--- src/rtl/be_serial_add_if.sv ---
// Handshake and result bundle for the bit-serial adder.
// master = requester (drives start/operands), slave = adder.
interface be_serial_add_if #(
    parameter int WIDTH = 8
);
    logic             start;
    logic [WIDTH-1:0] a;
    logic [WIDTH-1:0] b;
    logic             ci;
    logic             busy;
    logic             done;
    logic [WIDTH-1:0] sum;
    logic             co;
    logic [1:0]       state;   // FSM state for observation: 0=IDLE 1=RUN 2=DONE

    // Handshake: start is accepted on a rising edge only while the adder is
    // IDLE or DONE (busy=0); a/b/ci are captured on that edge. start while
    // busy=1 is dropped. done pulses one cycle when sum/co take the new result.
    modport master (
        output start, a, b, ci,
        input  busy, done, sum, co, state
    );

    modport slave (
        input  start, a, b, ci,
        output busy, done, sum, co, state
    );
endinterface

--- src/rtl/be_serial_add.sv ---
// Bit-serial ripple adder: one full-adder cell plus a carry flop, LSB first,
// one bit per clock. {co,sum} = a + b + ci after WIDTH RUN cycles.
module be_serial_add #(
    parameter int WIDTH = 8
) (
    input  logic            clk,
    input  logic            rst_n,
    be_serial_add_if.slave  bus
);
    localparam int CW = $clog2(WIDTH) + 1;

    typedef enum logic [1:0] {
        IDLE = 2'd0,
        RUN  = 2'd1,
        DONE = 2'd2
    } state_t;

    state_t           state;
    state_t           state_next;

    logic [WIDTH-1:0] a_sh;
    logic [WIDTH-1:0] b_sh;
    logic             c;
    logic [CW-1:0]    cnt;
    logic [WIDTH-1:0] acc_next;
    logic [WIDTH-1:0] sum_q;
    logic             co_q;

    logic             s;
    logic             c_next;
    logic             last;
    logic             load;

    // Single full-adder cell on the current LSBs.
    assign s      = a_sh[0] ^ b_sh[0] ^ c;
    assign c_next = (a_sh[0] & b_sh[0]) | (a_sh[0] & c) | (b_sh[0] & c);
    assign last   = (cnt == CW'(WIDTH - 1));
    assign load   = bus.start && ((state == IDLE) || (state == DONE));

    // State register
    always_ff @(posedge clk or negedge rst_n) begin
        if (!rst_n) begin
            state <= IDLE;
        end else begin
            state <= state_next;
        end
    end

    // Next-state logic
    always_comb begin
        state_next = state;
        unique case (state)
            IDLE:    if (bus.start) state_next = RUN;
            RUN:     if (last)      state_next = DONE;
            DONE:    state_next = bus.start ? RUN : IDLE;
            default: state_next = IDLE;
        endcase
    end

    // Output logic
    always_comb begin
        bus.busy  = (state == RUN);
        bus.done  = (state == DONE);
        bus.state = state;
        bus.sum   = sum_q;
        bus.co    = co_q;
    end

    // Operand shifters, carry, bit counter and the registered result.
    always_ff @(posedge clk or negedge rst_n) begin
        if (!rst_n) begin
            a_sh  <= '0;
            b_sh  <= '0;
            c     <= 1'b0;
            cnt   <= '0;
            sum_q <= '0;
            co_q  <= 1'b0;
        end else if (load) begin
            a_sh <= bus.a;
            b_sh <= bus.b;
            c    <= bus.ci;
            cnt  <= '0;
        end else if (state == RUN) begin
            a_sh <= a_sh >> 1;
            b_sh <= b_sh >> 1;
            c    <= c_next;
            cnt  <= cnt + 1'b1;
            if (last) begin
                sum_q <= acc_next;
                co_q  <= c_next;
            end
        end
    end

    // Sum bits enter at the MSB and walk down, so after WIDTH shifts
    // bit 0 of the accumulator holds the first (LSB) sum bit.
    generate
        if (WIDTH > 1) begin : g_acc
            logic [WIDTH-1:0] acc;

            assign acc_next = {s, acc[WIDTH-1:1]};

            always_ff @(posedge clk or negedge rst_n) begin
                if (!rst_n) begin
                    acc <= '0;
                end else if (load) begin
                    acc <= '0;
                end else if (state == RUN) begin
                    acc <= acc_next;
                end
            end
        end else begin : g_acc1
            assign acc_next = s;
        end
    endgenerate
endmodule

--- src/flat_wrapper.sv ---
// flat-port wrapper written by rule: the top's interface ports become plain ports
module be_serial_add_flat 
#(
    parameter int WIDTH = 8
)
  (clk, rst_n, bus_start, bus_a, bus_b, bus_ci, bus_busy, bus_done, bus_sum, bus_co, bus_state);
  be_serial_add_if #(.WIDTH(WIDTH)) bus_i ();
  input  logic clk;
  input  logic rst_n;
  input wire logic [$bits(bus_i.start)-1:0] bus_start;
  input wire logic [$bits(bus_i.a)-1:0] bus_a;
  input wire logic [$bits(bus_i.b)-1:0] bus_b;
  input wire logic [$bits(bus_i.ci)-1:0] bus_ci;
  output wire logic [$bits(bus_i.busy)-1:0] bus_busy;
  output wire logic [$bits(bus_i.done)-1:0] bus_done;
  output wire logic [$bits(bus_i.sum)-1:0] bus_sum;
  output wire logic [$bits(bus_i.co)-1:0] bus_co;
  output wire logic [$bits(bus_i.state)-1:0] bus_state;
  assign bus_i.start = bus_start;
  assign bus_i.a = bus_a;
  assign bus_i.b = bus_b;
  assign bus_i.ci = bus_ci;
  assign bus_busy = bus_i.busy;
  assign bus_done = bus_i.done;
  assign bus_sum = bus_i.sum;
  assign bus_co = bus_i.co;
  assign bus_state = bus_i.state;
  be_serial_add #(.WIDTH(WIDTH)) u_core (.clk(clk), .rst_n(rst_n), .bus(bus_i));
endmodule
--- config.mk ---
export PLATFORM = sky130hd
export DESIGN_NAME = be_serial_add_flat
export DESIGN_NICKNAME = d
export VERILOG_FILES = /design/src/rtl/be_serial_add_if.sv /design/src/rtl/be_serial_add.sv /design/src/flat_wrapper.sv
export SDC_FILE = /design/constraint.sdc
export NUM_CORES = 1
export LEC_CHECK = 0
export ABC_AREA = 0
export CELL_PAD_IN_SITES_DETAIL_PLACEMENT = 0
export CELL_PAD_IN_SITES_GLOBAL_PLACEMENT = 1
export CORE_MARGIN = 2
export CORE_UTILIZATION = 40
export CTS_BUF_LIST = sky130_fd_sc_hd__clkbuf_16
export CTS_CLUSTER_DIAMETER = 60
export DETAILED_ROUTE_END_ITERATION = 16
export PLACE_DENSITY_LB_ADDON = 0.1
export SLEW_MARGIN = 20
export SYNTH_ARGS = -nofsm -noshare
export SYNTH_HDL_FRONTEND = slang
export SYNTH_SLANG_ARGS = --single-unit
--- constraint.sdc ---
create_clock -name clk -period 2.9 [get_ports clk]
set_clock_uncertainty 0.15 [all_clocks]
set_input_delay 0.58 -clock clk [delete_from_list [all_inputs] [get_ports clk]]
set_output_delay 0.58 -clock clk [all_outputs]
set_load 0.01 [all_outputs]
==> results of run 1 <==
[final cells by class]
class / instances / area, sq um / share of cell area
clock buffer: 5 / 125 / 0.0587
clock inverter: 3 / 43.8 / 0.0206
inverter: 1 / 3.75 / 0.00176
multi-input combinational: 89 / 597 / 0.280
sequential: 39 / 976 / 0.458
tap: 50 / 62.6 / 0.0294
timing repair buffer: 33 / 323 / 0.151
[kinds of logic after synthesis]
| group | Yosys count | synth area share |
|---|---|---|
| adders and majority gates | 2 | 0.0201 |
| buffers and inverters | 9 | 0.0293 |
| and+or+nand+nor | 48 | 0.142 |
| muxes | 12 | 0.0819 |
| DFF | 39 | 0.602 |
| AOI/OAI and AO/OA | 27 | 0.124 |
[placed cells by master, fill, tap and decap left out]
cell,synthesis,routed
a22o_1,10,10
a22oi_1,8,8
a31oi_1,6,6
and2b_1,2,2
buf_2,2,1
buf_4,3,1
bufinv_16,0,1
clkbuf_16,0,5
clkdlybuf4s50_1,0,31
clkinv_2,0,1
clkinv_4,0,1
dfrtp_1,39,39
fa_1,1,1
ha_1,1,1
inv_2,1,1
mux2_2,10,10
mux2i_1,2,2
nand2_1,24,24
nand2b_1,1,1
nand2b_4,1,1
nand3_1,9,9
nand4_1,1,1
nor2_1,7,7
nor2_2,1,1
nor3_1,1,1
nor3_4,1,1
o21ai_0,2,2
o22ai_1,1,1
[layer usage]
layer,vias to the layer above,wire (microns),track usage
met3,9,180,0.0467
met4,0,61,0.0765
met2,36,1440,0.224
li1,553,-,-
met1,566,1560,0.236
met5,-,0,0
[worst max-delay path, delay by kind of cell, from the launching register on]
kind / cells / cell delay (ns)
flip-flops: 1 / 0.38
buffers and inverters: 2 / 0.63
AND/OR/NAND/NOR: 1 / 0.26
[power by group]
part           leakage [nW]  switching, mW  total [mW]  internal (mW)
Combinational         0.382          0.439       0.895          0.456
Clock                0.0838          0.208       0.613          0.405
Sequential            0.488          0.162       0.960          0.798
[final timing paths]
| check | slack [ns] | from | end | cells past startpoint |
|---|---|---|---|---|
| worst max register to register | 1.06 | u_core.bus.state[1]$_DFFE_PN0P_ | u_core.bus.sum[1]$_DFFE_PN0P_ | 3 |
| worst min-delay path | 0.25 | rst_n | u_core.a_sh[2]$_DFFE_PN0P_ | 1 |
| min in group clk | 0.35 | u_core.g_acc.acc[1]$_DFFE_PN0P_ | u_core.g_acc.acc[1]$_DFFE_PN0P_ | 1 |
| max in group asynchronous | 1.82 | rst_n | u_core.a_sh[4]$_DFFE_PN0P_ | 1 |
| worst min register to register | 0.35 | u_core.g_acc.acc[1]$_DFFE_PN0P_ | u_core.g_acc.acc[1]$_DFFE_PN0P_ | 1 |
| worst max-delay path | 0.62 | u_core.bus.state[1]$_DFFE_PN0P_ | bus_busy | 3 |
[per-stage QoR]
stage               hold WS [ns]  setup slack [ns]  instance area [sq um]  utilization  power [mW]
floorplan                  0.134              1.15                   1620            -        1.55
global placement           0.333             0.687                   1960        0.498        1.84
detailed placement         0.337             0.663                   1960        0.498        1.87
CTS                        0.285             0.598                   2130        0.540        2.50
global route               0.313             0.539                   2130        0.540        2.66
finish                     0.254             0.620                   2130        0.540        2.47
[flip-flops by register name, summed over array words and instances, names as in the netlist]
register          count
u_core.a_sh           8
u_core.b_sh           8
u_core.bus.sum        8
u_core.g_acc.acc      7
u_core.cnt            4
u_core.bus.state      2
u_core.bus.co         1
u_core.c              1
==> results_dict.tcl, run 1 <==
set metrics [dict create \
    finalCritPeriodShare 0.786 \
    postCtsHoldBufs 0 \
    io_pins 33 \
    syn_inst 137 \
    grt_max_degree 40 \
    synthArstFlopShare 1.00 \
    clkSlewWorstSetupHoldPaths_ns 0.06 \
    setup_viol 0 \
    period_needed_ns 2.28 \
    grt_usage 0.163 \
    post_drt_wl_per_cell_microns 14.7 \
    slowest_delay_ns 0.53 \
    core_area_sq_um 3940 \
    syn_area_sq_um 1620 \
    cts_htree_levels 2 \
    drt-pass1-iter-count 4 \
    wl_microns 3230 \
    yosysUniqueCellTypes 24 \
    diodes 0 \
    cts.sinks 39 \
    cts_buffer_depth 2 \
    drive_gt1_frac 0.141 \
    grt_remaining_overflow 0 \
    grt_pass1_vias 1086 \
    die_area_sq_um 4580 \
    cts_root_buf "clkbuf_16" \
    synth_common_cells "dfrtp_1 (39), nand2_1 (24), a22o_1 (10), mux2_2 (10), nand3_1 (9)" \
    final.setup.tns_ns 0 \
    yosysMostFrequentCell "dfrtp_1" \
    syn_nets 159 \
    maxCapViolCount 0 \
    hold_viol_final 0 \
    path_max_fanout 20 \
    ir_drop_mv 0.498 \
    synth_top_area_frac 0.602 \
    final_antenna_net_count 0 \
    antenna_found_initial 0 \
    hpwl_microns 2030 \
    die_x_microns 67.6 \
    post-place-cells 212 \
    grt_first_pass_wirelength_microns 5350 \
    status "finished, final reports clean" \
    critPathRequiredTime_ns 2.17 \
    post_cts_resized 0 \
    dieHeight_microns 67.6 \
    post-cts-setup-buffers 0 \
    fmax_mhz 439 \
    rsz0062_at_grt "no" \
    cp_cell_sequence "nand2b_4 -> inv_2 -> clkdlybuf4s50_1" \
    finalMaxSlewViolations 0 \
    slowest_stage "clkdlybuf4s50_1" \
    ys_seq_area_frac 0.602 \
    p_leak_nw 0.954 \
    final_nets 191 \
    initial_core_util 0.411 \
    cp-start-kind "register" \
    drc_errors 0 \
    ys.warnings.count 0 \
    yosys.area.top_type "dfrtp_1" \
    place.gp.congestion 0.705 \
    relSlewSlack 0.406 \
    fill_cells 352 \
    vias 1164 \
    via_per_inst 5.29 \
    synth_edf_count 0 \
    drt_first_iter_violations 69 \
    crit_path_end_kind "primary output" \
    powerDensity_nw_per_um2 1160 \
    layout.cells.non_filler 220 \
    cts_made_buffers 5 \
    tightest_slew_ns 0.890 \
    synth-seq-cells 39 \
    synth_area_per_cell_sq_um 11.8 \
    ys.flop_type "dfrtp_1" \
    cts_tree "done" \
    rows 23 \
    hp-class "input pin to async pin" \
    crit_type "register to primary output" \
    syn_to_final_growth_pct 31.5 \
    synthTopCellsByArea "dfrtp_1 (60%), mux2_2 (6.9%), nand2_1 (5.6%), a22o_1 (5.4%), a22oi_1 (3.7%)" \
    port_buffers 32 \
    cp.arrival_ns 1.55 \
    clock_latency_ns 0.28 \
]
Power figures use the tool's default switching activity.
==> run 2: changes to the inputs <==
--- a/config.mk
+++ b/config.mk
@@ -9,7 +9,7 @@
 export CELL_PAD_IN_SITES_DETAIL_PLACEMENT = 0
 export CELL_PAD_IN_SITES_GLOBAL_PLACEMENT = 1
 export CORE_MARGIN = 2
-export CORE_UTILIZATION = 40
+export CORE_UTILIZATION = 39
 export CTS_BUF_LIST = sky130_fd_sc_hd__clkbuf_16
 export CTS_CLUSTER_DIAMETER = 60
 export DETAILED_ROUTE_END_ITERATION = 16
==> constraint.sdc (replaced) <==
create_clock -name clk -period 2.31 [get_ports clk]
set_clock_uncertainty 0.15 [all_clocks]
set_input_delay 0.462 -clock clk [delete_from_list [all_inputs] [get_ports clk]]
set_output_delay 0.462 -clock clk [all_outputs]
set_load 0.01 [all_outputs]
==> run 2 against run 1 <==
Effect of this change: worst hold slack improved by 0.093 ns; non-clock buffer count rose by 5; utilization rose by 0.82 points; sequential share of layout area fell by 1.3 points; wire length rose by 1.2%; register-to-register slack got worse by 0.57 ns; sequential cell count did not move; critical path type unchanged; largest power group unchanged.
==> results_dict.tcl, run 2 (synthesis results as in run 1) <==
set metrics [dict create \
    p_leak_nw 0.984 \
    rsz0062_at_grt "no" \
    seqPwrFrac 0.374 \
    wl_met1_microns 1530 \
    relSlewSlack 0.656 \
    whs_ns 0.347 \
    finalCritPeriodShare 0.939 \
    p_sw_frac 0.316 \
    drt_first_iter_violations 53 \
    io_pins 33 \
    drive_gt1_frac 0.160 \
    initial_core_util 0.405 \
    critPathTopFamily "buffers and inverters" \
    cts_root_buf "clkbuf_16" \
    layout_commonest_cell "dfrtp_1" \
    clkSlewWorstSetupHoldPaths_ns 0.05 \
    diodes 0 \
    cts_made_buffers 5 \
    cts.sinks 39 \
    cp-start-kind "register" \
    slowest_delay_ns 0.53 \
    dpl_cell_area_sq_um 1990 \
    post_drt_wl_per_cell_microns 14.5 \
    routed.top_layer "met4" \
    final_cell_mix "dfrtp_1 (39), clkdlybuf4s50_1 (31), nand2_1 (24)" \
    path_max_fanout 20 \
    final.setup.tns_ns 0 \
    port_buffers 32 \
    design_area_sq_um 2190 \
    final_nets 196 \
    path_buf_inv 2 \
    crit_type "register to primary output" \
    status "finished, final reports clean" \
    dpl_worst_slack_ns 0.415 \
    fin_util 0.549 \
    final_antenna_net_count 0 \
    clock_latency_ns 0.28 \
    grt_pass1_vias 1191 \
    core_area_sq_um 4000 \
    vias 1161 \
    hold_viol_final 0 \
    cts_htree_levels 2 \
    cp_cell_sequence "nand2b_4 -> inv_2 -> clkdlybuf4s50_1" \
    antenna_found_initial 0 \
    wl_microns 3270 \
    grt_max_degree 28 \
    met2_length_microns 1500 \
    cp.arrival_ns 1.56 \
    crit_path_end_kind "primary output" \
    hp-class "register to register" \
    post-cts-setup-buffers 0 \
    drt-pass1-iter-count 4 \
    setup_viol 0 \
    fmax_mhz 461 \
    clockPowerShare 0.275 \
    post_cts_resized 0 \
    wl_met3_microns 197 \
    postCtsHoldBufs 1 \
    die_area_sq_um 4690 \
    drc_errors 0 \
    grt_usage 0.169 \
    powerDensity_nw_per_um2 1470 \
    slowest_stage "clkdlybuf4s50_1" \
    ir_drop_mv 0.753 \
    period_needed_ns 2.17 \
    critPathRequiredTime_ns 1.70 \
    setup_ws_ns 0.141 \
    cts_tree "done" \
    p_int_mw 2.21 \
    cts_buffer_depth 2 \
    grt_first_pass_wirelength_microns 5620 \
    place.gp.congestion 0.734 \
    tightest_slew_ns 0.515 \
    die_x_microns 68.5 \
    rows 23 \
    dieHeight_microns 68.5 \
    syn_to_final_growth_pct 35.4 \
    combPwrFrac 0.352 \
    grt_remaining_overflow 0 \
    finalMaxSlewViolations 0 \
    via_per_inst 5.16 \
    power.switching_mw 1.02 \
    hpwl_microns 2170 \
    maxCapViolCount 0 \
]
[run 2: changes by cell type in the layout (fill, tap and decap cells not counted)]
cell,before,now
buf_4,1,5
bufinv_16,1,2
clkinv_2,1,0
clkinv_4,1,0
clkinvlp_4,0,1
dlygate4sd3_1,0,1
[run 2: worst register-to-register path: cells and delay by family, from the launching register on]
kind | cells | cell delay [ns]
flops | 1 | 0.39
mux | 1 | 0.40
simple gates | 2 | 0.77
[run 2: per-layer routing]
| layer | track usage | up-vias |
|---|---|---|
| li1 | - | 562 |
| met1 | 0.222 | 566 |
| met2 | 0.251 | 27 |
| met3 | 0.0707 | 6 |
| met4 | 0.0600 | 0 |
| met5 | 0 | - |
[run 2: power groups by stage]
| stage | Sequential (mW) | Clock (mW) | Combinational, mW |
|---|---|---|---|
| 2_1_floorplan | 1.21 | 0 | 0.740 |
| 3_3_place_gp | 1.20 | 0 | 1.13 |
| 3_5_place_dp | 1.21 | 0 | 1.16 |
| 4_1_cts | 1.21 | 0.898 | 1.16 |
| 5_1_grt | 1.25 | 0.929 | 1.30 |
| 6_report | 1.20 | 0.885 | 1.13 |
[run 2: worst paths after layout]
kind	start	endpoint	slack [ns]	cells past startpoint
setup / recovery	u_core.bus.state[1]$_DFFE_PN0P_	bus_busy	0.14	3
hold / removal	u_core.g_acc.acc[1]$_DFFE_PN0P_	u_core.g_acc.acc[1]$_DFFE_PN0P_	0.35	1
setup reg to reg	u_core.bus.state[1]$_DFFE_PN0P_	u_core.bus.sum[1]$_DFFE_PN0P_	0.49	3
hold reg to reg	u_core.g_acc.acc[1]$_DFFE_PN0P_	u_core.g_acc.acc[1]$_DFFE_PN0P_	0.35	1
max in group asynchronous	rst_n	u_core.b_sh[2]$_DFFE_PN0P_	1.01	3
min in group asynchronous	rst_n	u_core.g_acc.acc[3]$_DFFE_PN0P_	0.49	2
[run 2: per-stage QoR]
step / std cells / power (mW)
6_report: 225 / 3.22
5_1_grt: 225 / 3.48
4_1_cts: 225 / 3.27
3_5_place_dp: 216 / 2.37
3_3_place_gp: 216 / 2.33
2_1_floorplan: 137 / 1.95
[run 2: cell type report]
cell class              instances  area, sq um
repair buffers                 38          363
inverters                       1         3.75
multi-input cells              89          597
clock buffers                   5          125
fillers                       354         1810
well taps                      50         62.6
flip-flops and latches         39          976
clock inverters                 3         67.6
==> run 3: changes to the inputs <==
--- a/config.mk
+++ b/config.mk
@@ -8,13 +8,13 @@
 export ABC_AREA = 0
 export CELL_PAD_IN_SITES_DETAIL_PLACEMENT = 0
 export CELL_PAD_IN_SITES_GLOBAL_PLACEMENT = 1
-export CORE_MARGIN = 2
+export CORE_MARGIN = 3
 export CORE_UTILIZATION = 39
 export CTS_BUF_LIST = sky130_fd_sc_hd__clkbuf_16
 export CTS_CLUSTER_DIAMETER = 60
 export DETAILED_ROUTE_END_ITERATION = 16
+export GPL_ROUTABILITY_DRIVEN = 0
 export PLACE_DENSITY_LB_ADDON = 0.1
-export SLEW_MARGIN = 20
 export SYNTH_ARGS = -nofsm -noshare
 export SYNTH_HDL_FRONTEND = slang
 export SYNTH_SLANG_ARGS = --single-unit
==> run 3 against run 2 <==
Effect of this change: count of clock-buffer cells in the layout stayed put; combinational power about the same; power decreased by 7.5%; critical path depth unchanged; design area decreased by 3.2%; die area up 5.9%; largest cell class unchanged; largest power group unchanged.
==> results_dict.tcl, run 3 (synthesis results as in run 1) <==
set metrics [dict create \
    rows 22 \
    cts_made_buffers 5 \
    postCtsHoldBufs 0 \
    clkSlewWorstSetupHoldPaths_ns 0.05 \
    final.setup.tns_ns 0 \
    post_cts_resized 0 \
    final_nets 195 \
    finalMaxSlewViolations 0 \
    whs_ns 0.0332 \
    die_area_sq_um 4960 \
    hp-class "input pin to async pin" \
    powerDensity_nw_per_um2 1400 \
    slowest_delay_ns 0.54 \
    fmax_mhz 459 \
    slowest_stage "clkdlybuf4s50_1" \
    layout_commonest_cell "dfrtp_1" \
    crit_path_end_kind "primary output" \
    vias 1178 \
    antenna_found_initial 0 \
    diodes 0 \
    maxCapViolCount 0 \
    fill_cells 335 \
    port_buffers 32 \
    drt_first_iter_violations 96 \
    cts_buffer_depth 2 \
    wl_microns 3370 \
    setup_viol 0 \
    grt_pass1_vias 1233 \
    dpl_cell_area_sq_um 1990 \
    syn_to_final_growth_pct 31.0 \
    die_x_microns 70.5 \
    hold_viol_final 0 \
    grt_usage 0.148 \
    cp-start-kind "register" \
    status "finished, final reports clean" \
    final_cell_mix "dfrtp_1 (39), clkdlybuf4s50_1 (31), nand2_1 (24)" \
    cp.arrival_ns 1.57 \
    ir_drop_mv 0.665 \
    cts_root_buf "clkbuf_16" \
    design_area_sq_um 2120 \
    grt_max_degree 28 \
    initial_core_util 0.423 \
    post-cts-setup-buffers 0 \
    drc_errors 0 \
    io_pins 33 \
    r2r_cells 3 \
    cts_tree "done" \
    drt-pass1-iter-count 4 \
    rsz0062_at_grt "no" \
    cts_htree_levels 2 \
    critPathRequiredTime_ns 1.70 \
    cts.sinks 39 \
    core_area_sq_um 3830 \
    grt_remaining_overflow 0 \
    drive_gt1_frac 0.150 \
    post_drt_wl_per_cell_microns 15.2 \
    final_antenna_net_count 0 \
    period_needed_ns 2.18 \
    tightest_slew_ns 0.577 \
    total_power_mw 2.98 \
    grt_first_pass_wirelength_microns 5700 \
    clock_latency_ns 0.28 \
    finalCritPeriodShare 0.943 \
    p_leak_nw 0.957 \
    cp_cell_sequence "nand2b_4 -> inv_2 -> clkdlybuf4s50_1" \
    dieHeight_microns 70.5 \
    crit_type "register to primary output" \
    hpwl_microns 2270 \
    relSlewSlack 0.615 \
    path_max_fanout 20 \
    via_per_inst 5.33 \
]
run 3: per-stage QoR:
stage / std cells / util / setup WS, ns
final: 221 / 0.555 / 0.132
after global placement: 214 / 0.520 / 0.450
after global routing: 221 / 0.555 / 0.0591
after detailed placement: 214 / 0.520 / 0.416
after floorplan: 137 / - / 0.678
after CTS: 221 / 0.555 / 0.112
run 3: worst max-delay path: cells and delay by family (launching register included):
family        cells  cell delay, ns
simple gates      1            0.26
flops             1            0.39
buf+inv           2            0.63
run 3: cell type report:
cell class,instances,area (sq um),share of cell area
Tap cell,48,60.1,0.0283
Timing Repair Buffer,37,353,0.166
Multi-Input combinational cell,89,597,0.281
Inverter,1,3.75,0.00177
Clock buffer,5,125,0.0589
Sequential cell,39,976,0.460
Clock inverter,2,8.76,0.00412
run 3: worst paths after layout:
check	start	end	slack, ns
max in group asynchronous	rst_n	u_core.g_acc.acc[5]$_DFFE_PN0P_	1.44
max reg2reg	u_core.bus.state[1]$_DFFE_PN0P_	u_core.bus.co$_DFFE_PN0P_	0.50
min in group clk	u_core.b_sh[4]$_DFFE_PN0P_	u_core.b_sh[4]$_DFFE_PN0P_	0.35
min	rst_n	u_core.cnt[3]$_DFFE_PN0P_	0.03
max	u_core.bus.state[1]$_DFFE_PN0P_	bus_busy	0.13
min reg2reg	u_core.b_sh[4]$_DFFE_PN0P_	u_core.b_sh[4]$_DFFE_PN0P_	0.35
run 3: where the power goes:
group / switching [mW] / total (mW) / internal [mW] / leakage, nW
Sequential: 0.198 / 1.20 / 1.00 / 0.488
Combinational: 0.564 / 1.15 / 0.589 / 0.401
Clock: 0.241 / 0.628 / 0.387 / 0.0671
run 3: layer usage:
| metal | GRT usage | wire, microns |
|---|---|---|
| met1 | 0.193 | 1610 |
| met2 | 0.223 | 1520 |
| met3 | 0.0547 | 177 |
| met4 | 0.0574 | 60 |
| met5 | 0 | 0 |
